===== src/rtl/rfblackwidow_pte_wb_responder.sv =====
// rfblackwidow_pte_wb_responder: buffers TLB PTE/PMT write-backs and drains them to memory as 128-bit writes
module rfblackwidow_pte_wb_responder #(
    parameter int DEPTH = 4,
    parameter int TMO   = 255
) (
    input  logic         clk_i,
    input  logic         rst_ni,
    input  logic         s_cyc_i,
    input  logic [31:0]  s_adr_i,
    input  logic [127:0] s_dat_i,
    output logic         s_ack_o,
    output logic         m_cyc_o,
    output logic         m_stb_o,
    output logic         m_we_o,
    output logic [15:0]  m_sel_o,
    output logic [31:0]  m_adr_o,
    output logic [127:0] m_dat_o,
    input  logic         m_ack_i,
    output logic         busy_o,
    output logic         err_o,
    input  logic         err_clr_i,
    output logic [15:0]  wb_count_o
);
    localparam int AW = $clog2(DEPTH);

    typedef enum logic [1:0] {IDLE, REQ, TMO_DROP} state_t;

    state_t        state, state_nx;
    logic [27:0]   adr_q [DEPTH];
    logic [127:0]  dat_q [DEPTH];
    logic [AW-1:0] rd_ptr, wr_ptr, hit_idx;
    logic [AW:0]   count;
    logic [7:0]    timer;
    logic          guard, hit, full, pop, push, acc, fwd, issue;
    logic          adr_lo_unused;

    // Line offset bits never reach memory; writes are always whole 16-byte entries.
    assign adr_lo_unused = ^s_adr_i[3:0];

    // Coalesce lookup: any valid entry matches, except the head once it is on (or leaving) the bus.
    always_comb begin
        hit = 1'b0;
        hit_idx = '0;
        for (int i = 0; i < DEPTH; i++) begin
            if (s_adr_i[31:4] == adr_q[i] && {1'b0, AW'(i) - rd_ptr} < count &&
                !(state != IDLE && AW'(i) == rd_ptr)) begin
                hit = 1'b1;
                hit_idx = AW'(i);
            end
        end
    end

    // Next state plus accept/pop decisions; a pop frees a slot for a same-edge push even when full.
    always_comb begin
        full = count == (AW+1)'(DEPTH);
        pop = (state == REQ && m_ack_i) || state == TMO_DROP;
        acc = s_cyc_i && !guard && (hit || !full || pop);
        push = acc && !hit;
        fwd = acc && hit && state == IDLE && hit_idx == rd_ptr;
        state_nx = state == IDLE ? (count != '0 ? REQ : IDLE) :
                   state == REQ  ? (m_ack_i ? IDLE : timer == 8'(TMO - 1) ? TMO_DROP : REQ) :
                   IDLE;
        issue = state == IDLE && state_nx == REQ;
        busy_o = count != '0 || state != IDLE;
    end

    // State register.
    always_ff @(posedge clk_i or negedge rst_ni) begin
        if (!rst_ni) state <= IDLE;
        else         state <= state_nx;
    end

    // FIFO pointers, occupancy and the slave-side handshake.
    always_ff @(posedge clk_i or negedge rst_ni) begin
        if (!rst_ni) begin
            rd_ptr  <= '0;
            wr_ptr  <= '0;
            count   <= '0;
            s_ack_o <= 1'b0;
            guard   <= 1'b0;
        end else begin
            rd_ptr  <= rd_ptr + AW'(pop);
            wr_ptr  <= wr_ptr + AW'(push);
            count   <= count + (AW+1)'(push) - (AW+1)'(pop);
            s_ack_o <= acc;
            guard   <= acc || (guard && s_cyc_i);
        end
    end

    // Entry storage: allocate on push, overwrite in place on a coalesce hit.
    always_ff @(posedge clk_i) begin
        if (push) begin
            adr_q[wr_ptr] <= s_adr_i[31:4];
            dat_q[wr_ptr] <= s_dat_i;
        end else if (acc) begin
            dat_q[hit_idx] <= s_dat_i;
        end
    end

    // Memory bus, timeout timer, commit counter and sticky error.
    always_ff @(posedge clk_i or negedge rst_ni) begin
        if (!rst_ni) begin
            m_cyc_o    <= 1'b0;
            m_stb_o    <= 1'b0;
            m_we_o     <= 1'b0;
            m_sel_o    <= '0;
            m_adr_o    <= '0;
            m_dat_o    <= '0;
            timer      <= '0;
            wb_count_o <= '0;
            err_o      <= 1'b0;
        end else begin
            m_cyc_o    <= state_nx == REQ;
            m_stb_o    <= state_nx == REQ;
            m_we_o     <= state_nx == REQ;
            m_sel_o    <= {16{state_nx == REQ}};
            timer      <= (state == REQ && state_nx == REQ) ? timer + 8'd1 : 8'd0;
            wb_count_o <= wb_count_o + 16'(state == REQ && m_ack_i);
            err_o      <= state == TMO_DROP || (err_o && !err_clr_i);
            if (issue) begin
                m_adr_o <= {adr_q[rd_ptr], 4'h0};
                m_dat_o <= fwd ? s_dat_i : dat_q[rd_ptr];
            end
        end
    end
endmodule

===== config.mk =====
export PLATFORM = sky130hd
export DESIGN_NAME = rfblackwidow_pte_wb_responder
export DESIGN_NICKNAME = d
export VERILOG_FILES = /design/src/rtl/rfblackwidow_pte_wb_responder.sv
export SDC_FILE = /design/constraint.sdc
export NUM_CORES = 1
export LEC_CHECK = 0
export ABC_AREA = 1
export CAP_MARGIN = 25
export CORE_MARGIN = 2
export CORE_UTILIZATION = 55
export CTS_CLUSTER_DIAMETER = 30
export DETAILED_ROUTE_END_ITERATION = 8
export GPL_ROUTABILITY_DRIVEN = 0
export PLACE_DENSITY = 0.73
export SYNTH_ARGS = -nofsm -noshare
export SYNTH_HDL_FRONTEND = slang
export SYNTH_SLANG_ARGS = --single-unit

===== constraint.sdc =====
create_clock -name clk_i -period 9.79 [get_ports clk_i]
set_clock_uncertainty 0.1 [all_clocks]
set_input_delay 1.958 -clock clk_i [delete_from_list [all_inputs] [get_ports clk_i]]
set_output_delay 1.958 -clock clk_i [all_outputs]
set_load 0.02 [all_outputs]

==> results of run 1 <==
==> critical path, stage by stage, from the launching register on <==
cell                              delay [ns]
sky130_fd_sc_hd__dfrtp_4                0.92
sky130_fd_sc_hd__buf_4                  0.87
sky130_fd_sc_hd__o21ai_0                0.49
sky130_fd_sc_hd__clkdlybuf4s50_1        0.68
==> layout make-up <==
| type | count | area, um2 | area share, % |
|---|---|---|---|
| Tap cell | 882 | 1100 | 2.31 |
| Antenna cell | 11 | 27.5 | 0.0576 |
| Clock buffer | 193 | 4470 | 9.36 |
| Timing Repair Buffer | 378 | 3860 | 8.07 |
| Multi-Input combinational cell | 1782 | 8820 | 18.4 |
| Sequential cell | 946 | 27400 | 57.4 |
| Clock inverter | 116 | 1290 | 2.70 |
| Inverter | 207 | 787 | 1.65 |
==> routing by layer <==
metal / wire length (um) / track usage (%) / vias to the layer above
met1: 35900 / 31.9 / 12400
met4: 3130 / 12.4 / 12
met3: 6270 / 5.98 / 192
met5: 79 / 0 / -
met2: 46900 / 44.0 / 877
li1: - / - / 11700
==> through the flow <==
| step | power, mW | area, um2 | setup slack, ns | cells |
|---|---|---|---|---|
| 6_report | 16.3 | 47800 | 4.03 | 4515 |
| 4_1_cts | 16.4 | 47700 | 3.92 | 4502 |
| 5_1_grt | 17.1 | 47800 | 3.76 | 4514 |
| 2_1_floorplan | 8.79 | 37900 | 0.731 | 3137 |
| 3_3_place_gp | 10.3 | 42000 | 4.31 | 4193 |
| 3_5_place_dp | 10.5 | 42000 | 4.28 | 4193 |
==> kinds of logic after synthesis <==
family | Yosys count | share of synthesized area, %
xor+xnor | 110 | 2.54
fa+ha+maj | 17 | 0.581
compound gates | 757 | 10.6
flops | 946 | 72.3
buf+inv | 409 | 4.60
other cells | 1 | 0.00989
simple gates | 894 | 9.35
==> synthesized netlist by cell type (2+ instances only) <==
cell type and number:
sky130_fd_sc_hd__a21oi_2 2, sky130_fd_sc_hd__dfrtp_1 194, sky130_fd_sc_hd__buf_2 60, sky130_fd_sc_hd__nor4_1 2
sky130_fd_sc_hd__nor3_2 3, sky130_fd_sc_hd__or2_1 2, sky130_fd_sc_hd__nand4_1 12, sky130_fd_sc_hd__ha_1 16
sky130_fd_sc_hd__a31oi_1 29, sky130_fd_sc_hd__nand3_2 3, sky130_fd_sc_hd__xnor2_1 57, sky130_fd_sc_hd__o211ai_1 4
sky130_fd_sc_hd__clkbuf_1 101, sky130_fd_sc_hd__buf_4 33, sky130_fd_sc_hd__o21ai_0 534, sky130_fd_sc_hd__nand2_2 2
sky130_fd_sc_hd__nor2_1 434, sky130_fd_sc_hd__edfxtp_1 752, sky130_fd_sc_hd__xor2_1 53, sky130_fd_sc_hd__nor3_1 8
sky130_fd_sc_hd__nor2_4 2, sky130_fd_sc_hd__nor3b_1 3, sky130_fd_sc_hd__o21ai_1 39, sky130_fd_sc_hd__inv_1 193
sky130_fd_sc_hd__a21oi_1 20, sky130_fd_sc_hd__o22ai_1 128, sky130_fd_sc_hd__nand2_4 3, sky130_fd_sc_hd__inv_2 13
sky130_fd_sc_hd__nand3_1 24, sky130_fd_sc_hd__nand2_1 391, sky130_fd_sc_hd__buf_1 6
==> power groups by stage <==
stage / combinational (mW) / sequential [mW] / clock, mW
4_1_cts: 4.73 / 5.82 / 5.87
3_3_place_gp: 4.50 / 5.83 / 0
3_5_place_dp: 4.66 / 5.88 / 0
6_report: 4.72 / 5.82 / 5.80
5_1_grt: 5.17 / 5.90 / 6.07
2_1_floorplan: 2.87 / 5.92 / 0
==> final timing paths <==
| check | from | to | slack, ns | depth (start not counted) |
|---|---|---|---|---|
| worst min register to register | wb_count_o[15] | wb_count_o[15] | 0.37 | 1 |
| min in group asynchronous | rst_ni | m_adr_o[18] | 1.17 | 1 |
| worst max-delay path | flop | m_dat_o[74] | 4.03 | 3 |
| max in group asynchronous | rst_ni | rd_ptr[0] | 7.10 | 2 |
| worst min-delay path | wb_count_o[15] | wb_count_o[15] | 0.37 | 1 |
| worst max register to register | rd_ptr[0] | dat_q[0][106] | 5.10 | 14 |
==> implementation parameters, run 1 <==
Parameter                              Value

Die
  Die span in x ... 267 um
  Overall die area ... 71100 um2
  Initial Util ... 55.4%
  I/O pins ... ~360
  Core Rows ... 96
  Core outline area ... 68500 um2
  Die height ... 267 um

Synth
  Post-synth ARST share ... 20.5%
  Distinct cells, synth ... 42
  Number of flops mapped to enable cells by yosys ... 752
  Gate Count Post-Synth ... ~3100
  Number of warning messages in the yosys log ... 0
  Sequential element share of the synthesized area ... 72.3%
  Top cells by area in the synthesized netlist ... sky130_fd_sc_hd__edfxtp_1 (60%), sky130_fd_sc_hd__dfrtp_1 (13%), sky130_fd_sc_hd__o21ai_0 (7.0%)
  Area share of the leading cell type in the synthesized netlist ... 59.5%
  Yosys top cell by area ... sky130_fd_sc_hd__edfxtp_1
  Number of register bits inferred by synthesis ... 946
  Synth Area per Inst ... 12.1 um2
  Most frequently used flop master after synthesis ... sky130_fd_sc_hd__edfxtp_1
  Post-Syn Area ... approximately 38000 um2

STA
  Fin Setup TNS ... 0 ns
  Peak clock frequency supported by timing ... 174 MHz
  Final setup violation count ... 0
  Worst hold slack after final layout ... ~0.37 ns
  Final Cycle Share ... 58.8%
  Slew at the pin closest to its max-slew limit ... roughly 1.3 ns
  Relative slew slack ... about 16%
  Slew Viols, Final ... 0
  Unrepaired setup endpoints after global routing ... no
  Crit path time final ... between 5 and 6 ns
  Final hold violations ... 0

Pwr
  Switching power share of the total ... 33.4%
  Sequential fraction of design power ... 35.6%
  Switch Pwr ... 5.45 mW
  Worst IR Drop VDD ... around 0.32 mV
  Internal Pwr Total ... roughly 11 mW
  Clock group share of total power ... 35.5%
  Leak ... 17.4 nW
  Combinational cell fraction of total power ... 28.9%
  Power per cell area ... 342 nW/um2

Clock network
  H-tree depth ... 4
  TritonCTS Sinks ... 946
  Clock buffers created by TritonCTS ... 165
  Post-CTS setup repair buffer count ... 0
  Number of gates resized after cts ... 0
  Clock Tree Root ... sky130_fd_sc_hd__clkbuf_16
  Number of hold buffers added after CTS ... 0
  Clock Latency Late Sink ... 0.72 ns
  CTS tree ... built
  Clk buf depth ... 3
  Clock slew at the register clock pins of the worst setup and hold paths ... roughly 0.04 ns

Finish
  Filler Cells Inserted ... 4578
  Final core utilization ... 69.8%
  Final nets ... 3662
  Commonest non-fill, non-tap cell in the layout ... sky130_fd_sc_hd__edfxtp_1
  Fraction of layout cells with a size suffix above 1 ... 9.39%
  Commonest cells after routing, fill and taps aside ... sky130_fd_sc_hd__edfxtp_1 (752), sky130_fd_sc_hd__o21ai_0 (534), sky130_fd_sc_hd__nor2_1 (430)
  P&R area growth vs syn ... 26.0%

Detailed routing
  Average wire length per cell after detail routing ... 20.4 um
  Final Routed Wirelength ... 92.3 mm
  DRC errors left ... 0
  Total vias in the final route ... 25200
  Via density per instance ... 5.58
  Antenna Nets Post-Route ... 0
  First-pass iteration count of the detailed router ... 6
  Number of violations reported at the end of detailed-routing iteration 0 ... between 2000 and 2500

Placed design
  HPWL after detailed placement ... between 40 and 50 mm
  Port buffer count ... 354

Global routing
  Remaining global-route overflow ... 0
  Global-route wire length before repair ... 142 mm
  Global router's overall resource usage ... 26.1%
  Number of antenna violations at the first check in global routing ... 16
  Vias in the first global route ... 25900
  Pin count of the biggest net entering global routing ... 239

Setup path
  Kind of start point of the critical path ... flop
  Critical path required time ... 7.73 ns
  Type of element capturing the critical path ... primary output
  Arrival time of the worst setup path ... 3.70 ns
  Critical path class ... reg2out
  Critical Path Fanout Max ... 102

Worst hold path
  Tightest Hold Check Type ... reg2reg

Status
  Outcome ... finished, final reports clean

Flow run
  Max-cap violations ... 0
Power figures use the tool's default switching activity.
==> run 2: changes to the inputs <==
- CORE_UTILIZATION: 55 -> 52
- PLACE_DENSITY: 0.73 -> 0.72
- clock period: 9.79 -> 4.9 ns (I/O delays scaled with it)
==> run 2 against run 1 <==
Compared with the run above:
- critical endpoint is now m_dat_o[54]
- setup slack got worse by 3.4 ns
- global-route usage is 2.1 points lower
- register-to-register slack got worse by 4.1 ns
- critical path depth grew 1
- largest power group is now clock
- clock-buffer cell count is 17 higher
- clock power grew 100%
- largest cell class unchanged
- cell count is 2.2% higher
- hold slack worse by 0.21 ns
- critical path type unchanged
- highest routed layer unchanged
- die area increased by 5.7%
- total power increased by 100%
- design area up 1.0%
==> implementation parameters, run 2 (synthesized netlist as in run 1, its figures left out) <==
Parameter                              Value

Status
  Outcome ... finished, final reports clean

Die
  Die span in x ... 274 um (+2.8%)
  Die height ... 274 um (+2.8%)
  Core Rows ... 99 (+3.1%)
  Overall die area ... 75100 um2 (+5.7%)
  Initial Util ... 52.2% (-3.1 points)
  Core outline area ... 72600 um2 (+6.0%)
  I/O pins ... 363 (unchanged)

Clock network
  Clock buffers created by TritonCTS ... 171 (+3.6%)
  Clock slew at the register clock pins of the worst setup and hold paths ... 0.05 ns (about the same)
  TritonCTS Sinks ... 946 (unchanged)
  Number of gates resized after cts ... 0 (unchanged)
  Clock Latency Late Sink ... 0.72 ns (about the same)
  CTS tree ... built
  Number of hold buffers added after CTS ... 0 (unchanged)
  Post-CTS setup repair buffer count ... 0 (unchanged)
  Clock Tree Root ... sky130_fd_sc_hd__clkbuf_16
  H-tree depth ... 4 (unchanged)
  Clk buf depth ... 3 (unchanged)

Setup path
  Critical path class ... reg2out
  Count of buffer and inverter cells on the critical path ... 2 (unchanged)
  Kind of cell adding the most delay to the critical path ... buffers and inverters
  Arrival time of the worst setup path ... 3.22 ns (-0.48 ns)
  CP max stage delay ... 1.02 ns (+0.10 ns)
  Cell with the biggest individual delay on the critical path ... sky130_fd_sc_hd__dfrtp_4
  Critical Path Fanout Max ... 81 (-21%)
  Critical path required time ... 3.82 ns (-3.91 ns)
  Type of element capturing the critical path ... primary output
  Kind of start point of the critical path ... flop
  Crit path cell chain ... buf_4 > nand2_1 > o21ai_0 > clkdlybuf4s50_1

Detailed routing
  Total vias in the final route ... 24900 (-1.1%)
  Average wire length per cell after detail routing ... 19.4 um (-5.0%)
  Antenna Nets Post-Route ... 0 (unchanged)
  Final Routed Wirelength ... 89.6 mm (-2.9%)
  Number of violations reported at the end of detailed-routing iteration 0 ... 1866 (-13%)
  DRC errors left ... 0 (unchanged)
  First-pass iteration count of the detailed router ... 5 (-1)
  Via density per instance ... 5.40 (-3.3%)

Finish
  Final core utilization ... 66.5% (-3.3 points)
  Commonest cells after routing, fill and taps aside ... sky130_fd_sc_hd__edfxtp_1 (752), sky130_fd_sc_hd__o21ai_0 (534), sky130_fd_sc_hd__nor2_1 (430)
  Fraction of layout cells with a size suffix above 1 ... 10.3% (+0.89 points)
  Commonest non-fill, non-tap cell in the layout ... sky130_fd_sc_hd__edfxtp_1
  Final nets ... 3681 (+0.52%)
  P&R area growth vs syn ... 27.3%

STA
  Peak clock frequency supported by timing ... 233 MHz
  Crit path time final ... 4.30 ns
  Slew at the pin closest to its max-slew limit ... 0.953 ns (-0.306 ns)
  Fin Setup TNS ... 0 ns (unchanged)
  Slew Viols, Final ... 0 (unchanged)
  Relative slew slack ... 36.5% (+20 points)
  Final Cycle Share ... 87.7%
  Unrepaired setup endpoints after global routing ... no
  Final hold violations ... 0 (unchanged)
  Worst Slack Setup Final ... 0.602 ns (-3.43 ns)
  Final setup violation count ... 0 (unchanged)

Flow run
  Max-cap violations ... 0 (unchanged)

Pwr
  Power per cell area ... 679 nW/um2 (+99%)
  Worst IR Drop VDD ... 0.709 mV (+120%)
  Leak ... 17.6 nW (+0.96%)

Placed design
  Port buffer count ... 354 (unchanged)
  Dpl ws ... 0.646 ns (-3.64 ns)
  HPWL after detailed placement ... 48.7 mm (+0.53%)

Global routing
  Global-route wire length before repair ... 138 mm (-2.5%)
  Pin count of the biggest net entering global routing ... 176 (-26%)
  Number of antenna violations at the first check in global routing ... 14 (-2)
  Vias in the first global route ... 25100 (-3.1%)
  Global router's overall resource usage ... 24.0% (-2.1 points)
  Remaining global-route overflow ... 0 (unchanged)

Worst hold path
  Tightest Hold Check Type ... in2async
-- run 2: cell types whose count changed in the layout (fill, tap and decap cells not counted) --
cell / change
sky130_fd_sc_hd__bufinv_16: -3
sky130_fd_sc_hd__clkinv_16: +5
sky130_fd_sc_hd__buf_12: +9
sky130_fd_sc_hd__clkinv_2: +6
sky130_fd_sc_hd__diode_2: -3
sky130_fd_sc_hd__clkbuf_8: +6
sky130_fd_sc_hd__nand3_1: -2
sky130_fd_sc_hd__clkinv_8: +1
sky130_fd_sc_hd__nand3_2: +2
sky130_fd_sc_hd__clkinvlp_4: +5
sky130_fd_sc_hd__clkinv_1: -18
sky130_fd_sc_hd__clkbuf_1: +11
sky130_fd_sc_hd__buf_4: +5
sky130_fd_sc_hd__buf_16: -1
-- run 2: metal layers --
| layer | track usage, % | vias to the layer above | wire length [um] | part of all wire, % |
|---|---|---|---|---|
| met2 | 39.9 | 827 | 44600 | 50 |
| met1 | 29.9 | 12200 | 36200 | 40 |
| met5 | 0 | - | 80 | 0.089 |
| li1 | - | 11700 | - | - |
| met4 | 11.2 | 12 | 3100 | 3.5 |
| met3 | 5.61 | 205 | 5620 | 6.3 |
-- run 2: worst paths after layout --
check	endpoint	cells after the start	slack [ns]	startpoint
max	m_dat_o[54]	4	0.60	flop
min	wb_count_o[15]	1	0.16	rst_ni
max reg2reg	dat_q[1][21]	14	1.03	rd_ptr[1]
min reg2reg	wb_count_o[15]	1	0.37	wb_count_o[15]
max in group asynchronous	async pin	2	3.44	rst_ni
min in group clk_i	wb_count_o[15]	1	0.37	wb_count_o[15]
-- run 2: cell type report --
type	count	area, um2
Timing Repair Buffer	391	4050
Clock inverter	112	1370
Inverter	207	787
Multi-Input combinational cell	1782	8830
Fill cell	5116	24300
Antenna cell	8	20.0
Sequential cell	946	27400
Tap cell	959	1200
Clock buffer	210	4600
-- run 2: through the flow --
| step | area [um2] | hold slack, ns | power [mW] | std cells |
|---|---|---|---|---|
| finish | 48300 | 0.160 | 32.8 | 4615 |
| global route | 48300 | 0.190 | 34.4 | 4615 |
| CTS | 48200 | 0.160 | 33.0 | 4606 |
| detailed placement | 42300 | 0.367 | 21.0 | 4284 |
| global placement | 42300 | 0.358 | 20.8 | 4284 |
| floorplan | 38000 | 0.355 | 17.4 | 3137 |
-- run 2: power by group --
group	internal, mW	switching [mW]
combinational	3.25	6.24
clock	7.74	4.08
sequential	10.8	0.636
total	21.8	10.9
